--- src/rtl/mul_loop_param.sv ---
// -----------------------------------------------------------------------------
// mul_loop_param
//   Iterative shift-add multiplier, parameterised in operand width and in the
//   number of multiplier bits retired per clock (radix). Each operation can be
//   signed (two's complement) or unsigned, and the result is the full 2*WIDTH
//   product. Latency is fixed: ITER = WIDTH/BPC RUN cycles plus one DONE cycle.
//
// Parameters
//   WIDTH   operand width, >= 2
//   BPC     multiplier bits consumed per cycle (1, 2 or 4), must divide WIDTH
//
// Ports
//   clk       rising-edge clock
//   rst       asynchronous reset, active high
//   start     request, sampled only while busy == 0 (IDLE or DONE)
//   signed_i  1: a_i/b_i are two's complement, 0: unsigned (sampled with start)
//   a_i, b_i  multiplicand / multiplier (sampled with start)
//   p_o       full product, registered, updated only when entering DONE
//   p_hi_o    upper WIDTH bits of p_o
//   busy      high during the ITER RUN cycles
//   done      one-cycle pulse, p_o valid in that cycle
// -----------------------------------------------------------------------------
module mul_loop_param #(
    parameter int WIDTH = 8,
    parameter int BPC   = 1
) (
    input  logic               clk,
    input  logic               rst,
    input  logic               start,
    input  logic               signed_i,
    input  logic [WIDTH-1:0]   a_i,
    input  logic [WIDTH-1:0]   b_i,
    output logic [2*WIDTH-1:0] p_o,
    output logic [WIDTH-1:0]   p_hi_o,
    output logic               busy,
    output logic               done
);

    localparam int ITER = WIDTH / BPC;
    localparam int CW   = (ITER > 1) ? $clog2(ITER) : 1;
    localparam logic [CW-1:0] LAST = CW'(ITER - 1);

    typedef enum logic [1:0] {
        IDLE = 2'd0,
        RUN  = 2'd1,
        DONE = 2'd2
    } state_t;

    state_t state, state_next;

    // Datapath state. The accumulator holds the partial product in its upper
    // half and the not-yet-consumed multiplier bits in its lower half; every
    // RUN cycle shifts the whole thing right by BPC, so after ITER cycles it
    // contains the complete magnitude product.
    logic [WIDTH-1:0]   mcand;
    logic [2*WIDTH-1:0] acc;
    logic [CW-1:0]      cnt;
    logic               neg;

    logic load, step, finish;

    // ---------------------------------------------------------------------
    // Operand conditioning: magnitudes and result sign.
    // -2^(WIDTH-1) maps onto 2^(WIDTH-1), which still fits unsigned.
    // ---------------------------------------------------------------------
    logic [WIDTH-1:0] a_mag, b_mag;
    logic             sign_in;

    always_comb begin
        a_mag   = (signed_i && a_i[WIDTH-1]) ? (~a_i + 1'b1) : a_i;
        b_mag   = (signed_i && b_i[WIDTH-1]) ? (~b_i + 1'b1) : b_i;
        sign_in = signed_i & (a_i[WIDTH-1] ^ b_i[WIDTH-1]);
    end

    // ---------------------------------------------------------------------
    // One radix-2^BPC step: add mcand * slice to the upper half.
    // The partial product is built from BPC shifted copies of mcand rather
    // than a general multiplier.
    // ---------------------------------------------------------------------
    logic [BPC-1:0]       slice;
    logic [WIDTH+BPC-1:0] pp;
    logic [WIDTH+BPC-1:0] sum;
    logic [2*WIDTH-1:0]   acc_next;
    logic [2*WIDTH-1:0]   prod;

    always_comb begin
        slice = acc[BPC-1:0];
        pp    = '0;
        for (int k = 0; k < BPC; k++) begin
            if (slice[k]) begin
                pp = pp + ({{BPC{1'b0}}, mcand} << k);
            end
        end
        sum = {{BPC{1'b0}}, acc[2*WIDTH-1:WIDTH]} + pp;
    end

    generate
        if (BPC < WIDTH) begin : g_shift
            assign acc_next = {sum, acc[WIDTH-1:BPC]};
        end else begin : g_single
            // Whole multiplier consumed in one step: sum is already 2*WIDTH.
            assign acc_next = sum;
        end
    endgenerate

    // Negating a zero magnitude yields zero, so a zero result never comes
    // out negative even when the operand signs differ.
    assign prod = neg ? (~acc_next + 1'b1) : acc_next;

    // ---------------------------------------------------------------------
    // FSM: state register
    // ---------------------------------------------------------------------
    always_ff @(posedge clk or posedge rst) begin
        if (rst) begin
            state <= IDLE;
        end else begin
            state <= state_next;
        end
    end

    // ---------------------------------------------------------------------
    // FSM: next state and control. DONE accepts a new start, giving one
    // result every ITER+1 cycles when issued back to back.
    // ---------------------------------------------------------------------
    always_comb begin
        state_next = state;
        load       = 1'b0;
        step       = 1'b0;
        finish     = 1'b0;
        busy       = 1'b0;
        done       = 1'b0;
        case (state)
            IDLE: begin
                if (start) begin
                    load       = 1'b1;
                    state_next = RUN;
                end
            end
            RUN: begin
                busy = 1'b1;
                step = 1'b1;
                if (cnt == LAST) begin
                    finish     = 1'b1;
                    state_next = DONE;
                end
            end
            DONE: begin
                done = 1'b1;
                if (start) begin
                    load       = 1'b1;
                    state_next = RUN;
                end else begin
                    state_next = IDLE;
                end
            end
            default: begin
                state_next = IDLE;
            end
        endcase
    end

    // ---------------------------------------------------------------------
    // Datapath registers
    // ---------------------------------------------------------------------
    always_ff @(posedge clk or posedge rst) begin
        if (rst) begin
            mcand <= '0;
            acc   <= '0;
            cnt   <= '0;
            neg   <= 1'b0;
        end else if (load) begin
            mcand <= a_mag;
            acc   <= {{WIDTH{1'b0}}, b_mag};
            cnt   <= '0;
            neg   <= sign_in;
        end else if (step) begin
            acc   <= acc_next;
            cnt   <= cnt + 1'b1;
        end
    end

    // Result register: written only on the edge that enters DONE.
    always_ff @(posedge clk or posedge rst) begin
        if (rst) begin
            p_o <= '0;
        end else if (finish) begin
            p_o <= prod;
        end
    end

    assign p_hi_o = p_o[2*WIDTH-1:WIDTH];

endmodule

--- config.mk ---
export PLATFORM = sky130hd
export DESIGN_NAME = mul_loop_param
export DESIGN_NICKNAME = d
export VERILOG_FILES = /design/src/rtl/mul_loop_param.sv
export SDC_FILE = /design/constraint.sdc
export NUM_CORES = 1
export LEC_CHECK = 0
export BUFFER_PORTS_ARGS = -buffer_cell sky130_fd_sc_hd__buf_4
export CELL_PAD_IN_SITES_DETAIL_PLACEMENT = 1
export CELL_PAD_IN_SITES_GLOBAL_PLACEMENT = 2
export CORE_ASPECT_RATIO = 1.75
export CORE_MARGIN = 4
export CORE_UTILIZATION = 37
export DETAILED_ROUTE_END_ITERATION = 12
export GPL_TIMING_DRIVEN = 0
export PLACE_DENSITY_LB_ADDON = 0.15
export REMOVE_ABC_BUFFERS = 1
export SYNTH_ARGS = -nofsm -noshare
export SYNTH_HDL_FRONTEND = slang
export SYNTH_SLANG_ARGS = --single-unit
--- constraint.sdc ---
create_clock -name clk -period 6.7 [get_ports clk]
set_input_delay 1.34 -clock clk [delete_from_list [all_inputs] [get_ports clk]]
set_output_delay 1.34 -clock clk [all_outputs]
set_load 0.01 [all_outputs]
Yosys cells after proc, flatten, opt, wreduce, memory -nomap -nowiden

Index checks and enable logic that the tools add are counted.

Input bits: 20
Flip-flop bits (word level): 46
Word-level logic and storage cells: 45

Add/subtract/negate cells: 5
Mux-type cells: 18
Bitwise logic cells: 5
Eq/ne operators: 5
Reduce and logical (&&, ||, !) cells: 6

Operators by type and width:

| kind                  | number |
|---|---|
| $mux 16               | 3 |
| $mux 8                | 3 |
| $add 16x1->16 const B | 1 |
| $add 8x1->8 const B   | 2 |
| $not 16->16           | 1 |
| $not 8->8             | 2 |
| $add 8x9->9           | 1 |
| $mux 1                | 7 |
| $mux 3                | 2 |
| $pmux 2 s3            | 1 |
| $mux 2                | 2 |
| $ne 2x2->1 const B    | 2 |
| $add 3x1->3 const B   | 1 |
| $eq 3x3->1 const B    | 1 |
| $eq 2x1->1 const B    | 1 |
| $eq 2x2->1 const B    | 1 |
| $logic_and 1x1->1     | 2 |
| $logic_not 2->1       | 1 |
| $reduce_and 2->1      | 1 |
| $reduce_bool 2->1     | 1 |
| $reduce_or 2->1       | 1 |
| $and 1x1->1           | 1 |
| $xor 1x1->1           | 1 |

Longest topological paths before layout

Gate-level depths: netlist of run 1.

Word-level depth: 5
Depth in mapped cells: 9
Depth with buffers taken out: 9

Worst setup path before layout of run 1

OpenSTA, ideal clock, no wires.

Path kind: reg-to-reg
Start point: reg acc[0]
End point: reg p_o[14]
Stages on the path, launching flop included: 10
Data required time: 6.576 ns
Data arrival time: 2.756 ns
Clock period less this slack: 2.880 ns
Path buffers: 0
Slack: 3.820 ns
Path through: dfrtp_1 -> and2_1 -> ha_1 -> fa_1 -> or4_4 -> or3_1 -> o21bai_4 -> o41ai_2 -> xor2_1 -> o21ai_1

Cells in the longest elaborated chain, start to end: 5

RTL lines:

| element                | line | text |
|---|---|---|
| start, declared        | 56   | `logic [2*WIDTH-1:0] acc;` |
| start signal, assigned | 173  | `acc <= {{WIDTH{1'b0}}, b_mag};` |
| start signal, assigned | 177  | `acc <= acc_next;` |
| $mux 8 *               | 90   | `if (slice[k]) begin` |
| $add 8x9->9 *          | 94   | `sum = {{BPC{1'b0}}, acc[2*WIDTH-1:WIDTH]} + pp;` |
| $not 16->16            | 108  | `assign prod = neg ? (~acc_next + 1'b1) : acc_next;` |
| $add 16x1->16          | 108  |  |
| $mux 16 *              | 108  |  |
| end signal, assigned   | 187  | `p_o <= prod;` |
| end, declared          | 33   | `output logic [2*WIDTH-1:0] p_o,` |

Every way passes the cells marked *; elsewhere a longest branch is shown, timed or not.
A chain may end at the register's enable or synchronous reset.

Final worst setup path of run 1

Ends and elaborated chain as after synthesis.

==> results of run 1 <==
-- worst max path at each step --
| stage | slack, ps | endpoint |
|---|---|---|
| 6_report | 3540 | p_o[14] |
| 3_3_place_gp | 3440 | acc[2] |
| 5_1_grt | 3350 | p_o[13] |
| 4_1_cts | 3500 | p_o[14] |
| 2_1_floorplan | 3790 | p_o[14] |
| 3_5_place_dp | 3440 | acc[2] |
-- layout make-up --
class | instances | area [µm²]
Clock inverter | 2 | 37.5
Clock buffer | 6 | 129
Fill cell | 857 | 3950
Timing Repair Buffer | 46 | 358
Sequential cell | 46 | 1150
Inverter | 13 | 48.8
Tap cell | 86 | 108
Multi-Input combinational cell | 224 | 1510
-- sequential cells by signal (all words and copies together) (netlist names) --
name and cells:
p_o 16, mcand 8, acc 16, state 2, neg 1, cnt 3
-- kinds of logic (layout without fill, tap and decap cells) --
family                   count (synthesis)  in the layout
multiplexers                             3              3
buffers and inverters                   33             67
AO/OA/AOI/OAI                           94             94
XOR/XNOR                                27             27
adder cells (fa/ha/maj)                 14             14
flip-flops                              46             46
AND/OR/NAND/NOR                         86             86
-- cells in the mapped netlist, drive strengths merged (5+ instances only) --
| master | count |
|---|---|
| o21ai | 39 |
| clkbuf | 8 |
| and2 | 9 |
| xor2 | 16 |
| buf | 12 |
| xnor2 | 11 |
| dfrtp | 46 |
| a211oi | 5 |
| nor2 | 12 |
| a22oi | 6 |
| a22o | 9 |
| ha | 13 |
| inv | 13 |
| a21oi | 11 |
| nand2 | 43 |
-- power by group --
group          leakage (µW)  switching [µW]  internal [µW]
Sequential         0.000576             111            405
Clock             0.0000771             106            176
Combinational      0.000891             453            375
-- layer usage --
metal / track usage / wire length [µm] / up-vias
met1: 0.176 / 2550 / 1047
met4: 0.0612 / 132 / 0
met3: 0.0244 / 207 / 9
li1: - / - / 1129
met5: 0 / 0 / -
met2: 0.288 / 3340 / 40
-- worst reg2reg max path, stage by stage (launching register included) --
cell and delay, ps:
dfrtp_1 450, and2_1 180, ha_1 220, fa_1 500
or4_4 540, or3_1 390, o21bai_4 200, o41ai_2 270
xor2_1 180, o21ai_1 70
-- metrics by stage --
step           power (µW)  std cells  instance area, µm²  worst slack, ps
6_report             1630        423                3340             3540
5_1_grt              1780        423                3340             3350
4_1_cts              1660        423                3340             3500
3_5_place_dp         1370        415                3170             3440
3_3_place_gp         1340        414                3150             3440
2_1_floorplan        1090        283                2710             3790
==> impl_metrics.csv, run 1 <==
group,metric,value,unit
run_status,run_status,"complete, no violations",
logic_synthesis,syn_area,2810,µm²
critical_path,cp_slowest_cell,"or4_4",
critical_path,path_cells,"and2_1 -> ha_1 -> fa_1 -> or4_4 -> or3_1 -> o21bai_4 -> o41ai_2 -> xor2_1 -> o21ai_1",
logic_synthesis,ys.flop_type,"dfrtp_1",
timing,worstMarginPinSlew,997,ps
clocking,clk_pin_slew,60,ps
pwr,power_density,487,nW/µm²
timing,hold_slack,478,ps
placed_design,gp_congestion,0.778,
global_route,grt_pass1_wl,11100,µm
timing,setup_viol,0,
timing,maxSlewHeadroom,0.334,
logic_synthesis,netlist_instances,303,
hold_path,hp-start,"p_o[6]",
clocking,cts_buffer_depth,2,
logic_synthesis,synthTopCellsByArea,"dfrtp_1, o21ai_1, ha_1, nand2_1, xor2_1",
floorplan,fp.coreArea,7280,µm²
floorplan,die_area,9110,µm²
timing,max_freq,317,MHz
timing,slew_violations,0,
logic_synthesis,yosysWarnings,0,
timing,fin_setup_tns,0,ps
logic_synthesis,synth-xor-area-share,0.0841,
clocking,htreeDepth,2,
drt,drtPass1Iterations,3,
drt,wl_per_cell,14.7,µm
critical_path,r2r-end,"p_o[14]",
clocking,cts_buffers,5,
drt,drcViolationCount,0,
critical_path,r2r_start,"acc[0]",
logic_synthesis,synth-compound-area-share,0.231,
flow_run,drv_cap,0,
timing,period_share,0.471,
critical_path,worstSetupEndpointType,"register",
placed_design,hpwl,4980,µm
logic_synthesis,synth_mux_area_frac,0.0107,
critical_path,critical_path_required,6840,ps
global_route,grt_pass1_vias,2343,
placed_design,numPortBuffers,45,
hold_path,hold_end,"p_o[6]",
cells_and_area,layout-drive-gt1-share,0.193,
logic_synthesis,ys_types,50,
critical_path,r2r_cells,9,
cells_and_area,fin_nets,370,
critical_path,path_buf_inv,0,
clocking,post_cts_buffers,0,
timing,final_hold_viol_count,0,
pwr,p_leak,0.00154,µW
critical_path,reg2reg_slack,3540,ps
floorplan,fp.dieW,73.9,µm
drt,num_vias,2225,
logic_synthesis,synth_top_area_frac,0.409,
floorplan,rows,41,
logic_synthesis,syn_area_per_cell,9.28,µm²
critical_path,cp.depth,9,
logic_synthesis,synth_top_family_by_area,"compound AO/OA/AOI/OAI gates",
timing,min_period,3160,ps
critical_path,cp_slowest_stage_delay,540,ps
global_route,antenna_found_initial,0,
clocking,cts_root_buffer,"clkbuf_16",
floorplan,die_y,123,µm
clocking,clk_latency,290,ps
drt,ant_nets,0,
clocking,cts_tree,"built",
logic_synthesis,synth_top_area_cell,"dfrtp_1",
logic_synthesis,async_reset_ff_frac,1.00,
clocking,postCtsResizedCells,0,
drt,vias_per_cell,5.26,
critical_path,worstPathMaxFanout,9,
critical_path,critPathKind,"reg2reg",
drt,first_iter_violations,28,
logic_synthesis,synth_edf_count,0,
logic_synthesis,synth-seq-area-share,0.409,
global_route,grt_usage,0.157,
timing,rsz0062_at_grt,"no",
logic_synthesis,ys_ff_latch,46,
global_route,grt_overflow,0,
logic_synthesis,synthAdderAreaFrac,0.0650,
logic_synthesis,yosys.area_share.simple,0.145,
critical_path,arrival,3290,ps
critical_path,setup.worst_path.start,"acc[0]",
timing,skew,3.33,ps
cells_and_area,layout_common_cells,"dfrtp_1, buf_4, nand2_1",
hold_path,hold_depth,2,
floorplan,initial_core_util,0.386,
drt,finalWirelength,6230,µm
clocking,hold_buffers,0,
clocking,clkSinkCount,46,
cells_and_area,n_antenna_cell,0,
cells_and_area,syn_to_final_growth,18.7,%
critical_path,crit_family,"simple AND/OR/NAND/NOR gates",
floorplan,io_pins,46,
cells_and_area,fin_util,0.458,
cells_and_area,layout_commonest_cell,"dfrtp_1",
pwr,peakVddDrop,0.153,mV
global_route,grt_max_degree,34,
hold_path,hold_path_class,"reg2reg",
critical_path,start_kind,"register",
No activity file was read; power rests on OpenSTA's default activity.
==> run 2: changes to the inputs <==
--- a/config.mk
+++ b/config.mk
@@ -5,12 +5,13 @@
 export SDC_FILE = /design/constraint.sdc
 export NUM_CORES = 1
 export LEC_CHECK = 0
+export ABC_AREA = 1
 export BUFFER_PORTS_ARGS = -buffer_cell sky130_fd_sc_hd__buf_4
 export CELL_PAD_IN_SITES_DETAIL_PLACEMENT = 1
 export CELL_PAD_IN_SITES_GLOBAL_PLACEMENT = 2
 export CORE_ASPECT_RATIO = 1.75
 export CORE_MARGIN = 4
-export CORE_UTILIZATION = 37
+export CORE_UTILIZATION = 33
 export DETAILED_ROUTE_END_ITERATION = 12
 export GPL_TIMING_DRIVEN = 0
 export PLACE_DENSITY_LB_ADDON = 0.15
==> constraint.sdc (replaced) <==
create_clock -name clk -period 3 [get_ports clk]
set_input_delay 0.6 -clock clk [delete_from_list [all_inputs] [get_ports clk]]
set_output_delay 0.6 -clock clk [all_outputs]
set_load 0.01 [all_outputs]
==> run 2 against run 1 <==
  * First-iteration DRC count grew to 2.6 times the previous value
  * Sequential cell count unchanged
  * Utilization is 5.7 points lower
  * Design area grew 4.3%
  * Combinational power up 140%
  * Setup slack lost 2900 ps
  * Synthesized cell count up 24%
  * Final cell count increased by 25%
  * Routed wire length up 23%
  * Critical endpoint is now p_o[15]
  * Largest power group unchanged
==> impl_metrics.csv, run 2 <==
group,metric,value,unit
timing,skew,7.77,ps
drt,wl_met3,172,µm
drt,wl_per_cell,14.5,µm
global_route,grt_max_degree,41,
logic_synthesis,synth_top_area_frac,0.394,
cells_and_area,layout_common_cells,"nand2_1, inv_1, dfrtp_1",
cells_and_area,n_antenna_cell,0,
critical_path,critical_path_required,3180,ps
logic_synthesis,syn_area,2920,µm²
clocking,cts_root_buffer,"clkbuf_16",
drt,vias_per_cell,4.80,
cells_and_area,syn_to_final_growth,19.1,%
drt,dr_wl_met2,4310,µm
drt,drcViolationCount,0,
clocking,hold_buffers,0,
critical_path,worstPathMaxFanout,9,
floorplan,fp.dieW,79.1,µm
clocking,post_cts_buffers,0,
critical_path,arrival,2570,ps
critical_path,start_kind,"register",
logic_synthesis,ys_ff_latch,46,
logic_synthesis,syn_area_per_cell,7.77,µm²
clocking,clk_latency,290,ps
logic_synthesis,synth.most_common_cell,"nand2_1",
timing,fin_setup_tns,0,ps
logic_synthesis,async_reset_ff_frac,1.00,
global_route,grt_pass1_wl,12900,µm
floorplan,rows,45,
critical_path,critPathKind,"reg2reg",
timing,setup_viol,0,
timing,slew_violations,0,
global_route,antenna_found_initial,0,
clocking,clk_pin_slew,70,ps
clocking,cts_buffer_depth,2,
hold_path,hold_path_class,"in2async",
logic_synthesis,synthTopCellsByArea,"dfrtp_1, nand2_1, o21ai_0, inv_1, ha_1",
flow_run,drv_cap,0,
drt,dr.max_layer_used,"met4",
drt,ant_nets,0,
run_status,run_status,"complete, no violations",
critical_path,setup.worst_path.start,"acc[0]",
floorplan,io_pins,46,
critical_path,path_cells,"nand2_1 -> inv_1 -> ha_1 -> fa_1 -> inv_1 -> nand3_1 -> nor3_4 -> nand3_2 -> o21bai_4 -> nand3_1 -> nand3_1 -> nand2_1",
clocking,clkSinkCount,46,
timing,worst_slack,609,ps
floorplan,die_y,132,µm
logic_synthesis,synth_edf_count,0,
cells_and_area,fin_nets,446,
drt,first_iter_violations,73,
timing,worstMarginPinSlew,846,ps
global_route,grt_pass1_vias,2691,
logic_synthesis,ys_types,37,
global_route,grt_overflow,0,
critical_path,cp_common_cell,"nand3_1",
logic_synthesis,synthTopCellsByCount,"nand2_1, inv_1, dfrtp_1, o21ai_0, nand3_1",
placed_design,hpwl,6120,µm
drt,num_vias,2544,
timing,min_period,2390,ps
critical_path,r2r-end,"p_o[15]",
logic_synthesis,synth_top_area_cell,"dfrtp_1",
clocking,htreeDepth,2,
cells_and_area,layout_commonest_cell,"nand2_1",
global_route,grt_usage,0.156,
pwr,p_leak,0.00181,µW
critical_path,cp_slowest_cell,"dfrtp_1",
pwr,p_total,3760,µW
logic_synthesis,netlist_instances,376,
timing,max_freq,418,MHz
drt,wirelength_met1,2980,µm
clocking,cts_tree,"built",
logic_synthesis,yosysWarnings,0,
placed_design,numPortBuffers,45,
floorplan,initial_core_util,0.337,
cells_and_area,reg_top3,"acc: 16 flops, p_o: 16 flops, mcand: 8 flops",
floorplan,fp.coreArea,8670,µm²
drt,drtPass1Iterations,4,
timing,rsz0062_at_grt,"no",
pwr,peakVddDrop,0.393,mV
clocking,postCtsResizedCells,0,
placed_design,gp_congestion,0.808,
critical_path,reg2reg_slack,610,ps
logic_synthesis,synth-seq-area-share,0.394,
timing,maxSlewHeadroom,0.434,
pwr,power_density,1080,nW/µm²
critical_path,cp_slowest_stage_delay,480,ps
critical_path,crit_family,"simple AND/OR/NAND/NOR gates",
floorplan,die_area,10500,µm²
logic_synthesis,ys.flop_type,"dfrtp_1",
timing,final_hold_viol_count,0,
drt,finalWirelength,7680,µm
cells_and_area,layout-drive-gt1-share,0.191,
critical_path,r2r_cells,12,
clocking,cts_buffers,5,
critical_path,path_buf_inv,2,
placed_design,place_ws,574,ps
critical_path,r2r_start,"acc[0]",
cells_and_area,fillers,1122,
cells_and_area,fin_util,0.401,
critical_path,worstSetupEndpointType,"register",
timing,period_share,0.797,
[run 2: worst max path at each step]
| stage | endpoint | slack (ps) | cells past startpoint |
|---|---|---|---|
| final | p_o[15] | 610 | 12 |
| after CTS | p_o[15] | 560 | 12 |
| after detailed placement | p_o[15] | 570 | 12 |
| after global placement | p_o[1] | 570 | 2 |
| after global routing | p_o[15] | 320 | 12 |
| after floorplan | p_o[15] | 860 | 12 |
[run 2: cell type report]
cell class | instances | area [µm²] | area share
Tap cell | 117 | 146 | 0.0421
Sequential cell | 46 | 1150 | 0.331
Clock buffer | 7 | 143 | 0.0410
Clock inverter | 1 | 8.76 | 0.00252
Multi-Input combinational cell | 258 | 1470 | 0.422
Inverter | 55 | 206 | 0.0593
Timing Repair Buffer | 46 | 358 | 0.103
[run 2: logic make-up after synthesis]
kind of cell	share of synthesized area
AOI/OAI and AO/OA	0.145
xor gates and xnor gates	0.0535
adders and majority gates	0.0625
buffers and inverters	0.104
DFF	0.394
and+or+nand+nor	0.241
[run 2: stage by stage]
stage          area (µm²)  cells  hold slack [ps]
2_1_floorplan        2830    359              450
3_3_place_gp         3310    521              465
3_5_place_dp         3330    522              477
4_1_cts              3480    530              207
5_1_grt              3480    530              216
6_report             3480    530              208
[run 2: worst reg2reg max path, cell delays in order, from the launching register on]
cell and delay [ps]:
dfrtp_1 480, nand2_1 100, inv_1 50, ha_1 200
fa_1 480, inv_1 130, nand3_1 130, nor3_4 150
nand3_2 130, o21bai_4 190, nand3_1 90, nand3_1 100
nand2_1 50
[run 2: routing by layer]
| metal | vias up | global-route usage |
|---|---|---|
| met1 | 1221 | 0.168 |
| met2 | 30 | 0.297 |
| met5 | - | 0 |
| li1 | 1279 | - |
| met3 | 14 | 0.0225 |
| met4 | 0 | 0.0631 |
[run 2: power by group]
group | switching [µW] | internal (µW)
Combinational | 1210 | 802
Sequential | 249 | 913
Clock | 251 | 336
Total | 1710 | 2050
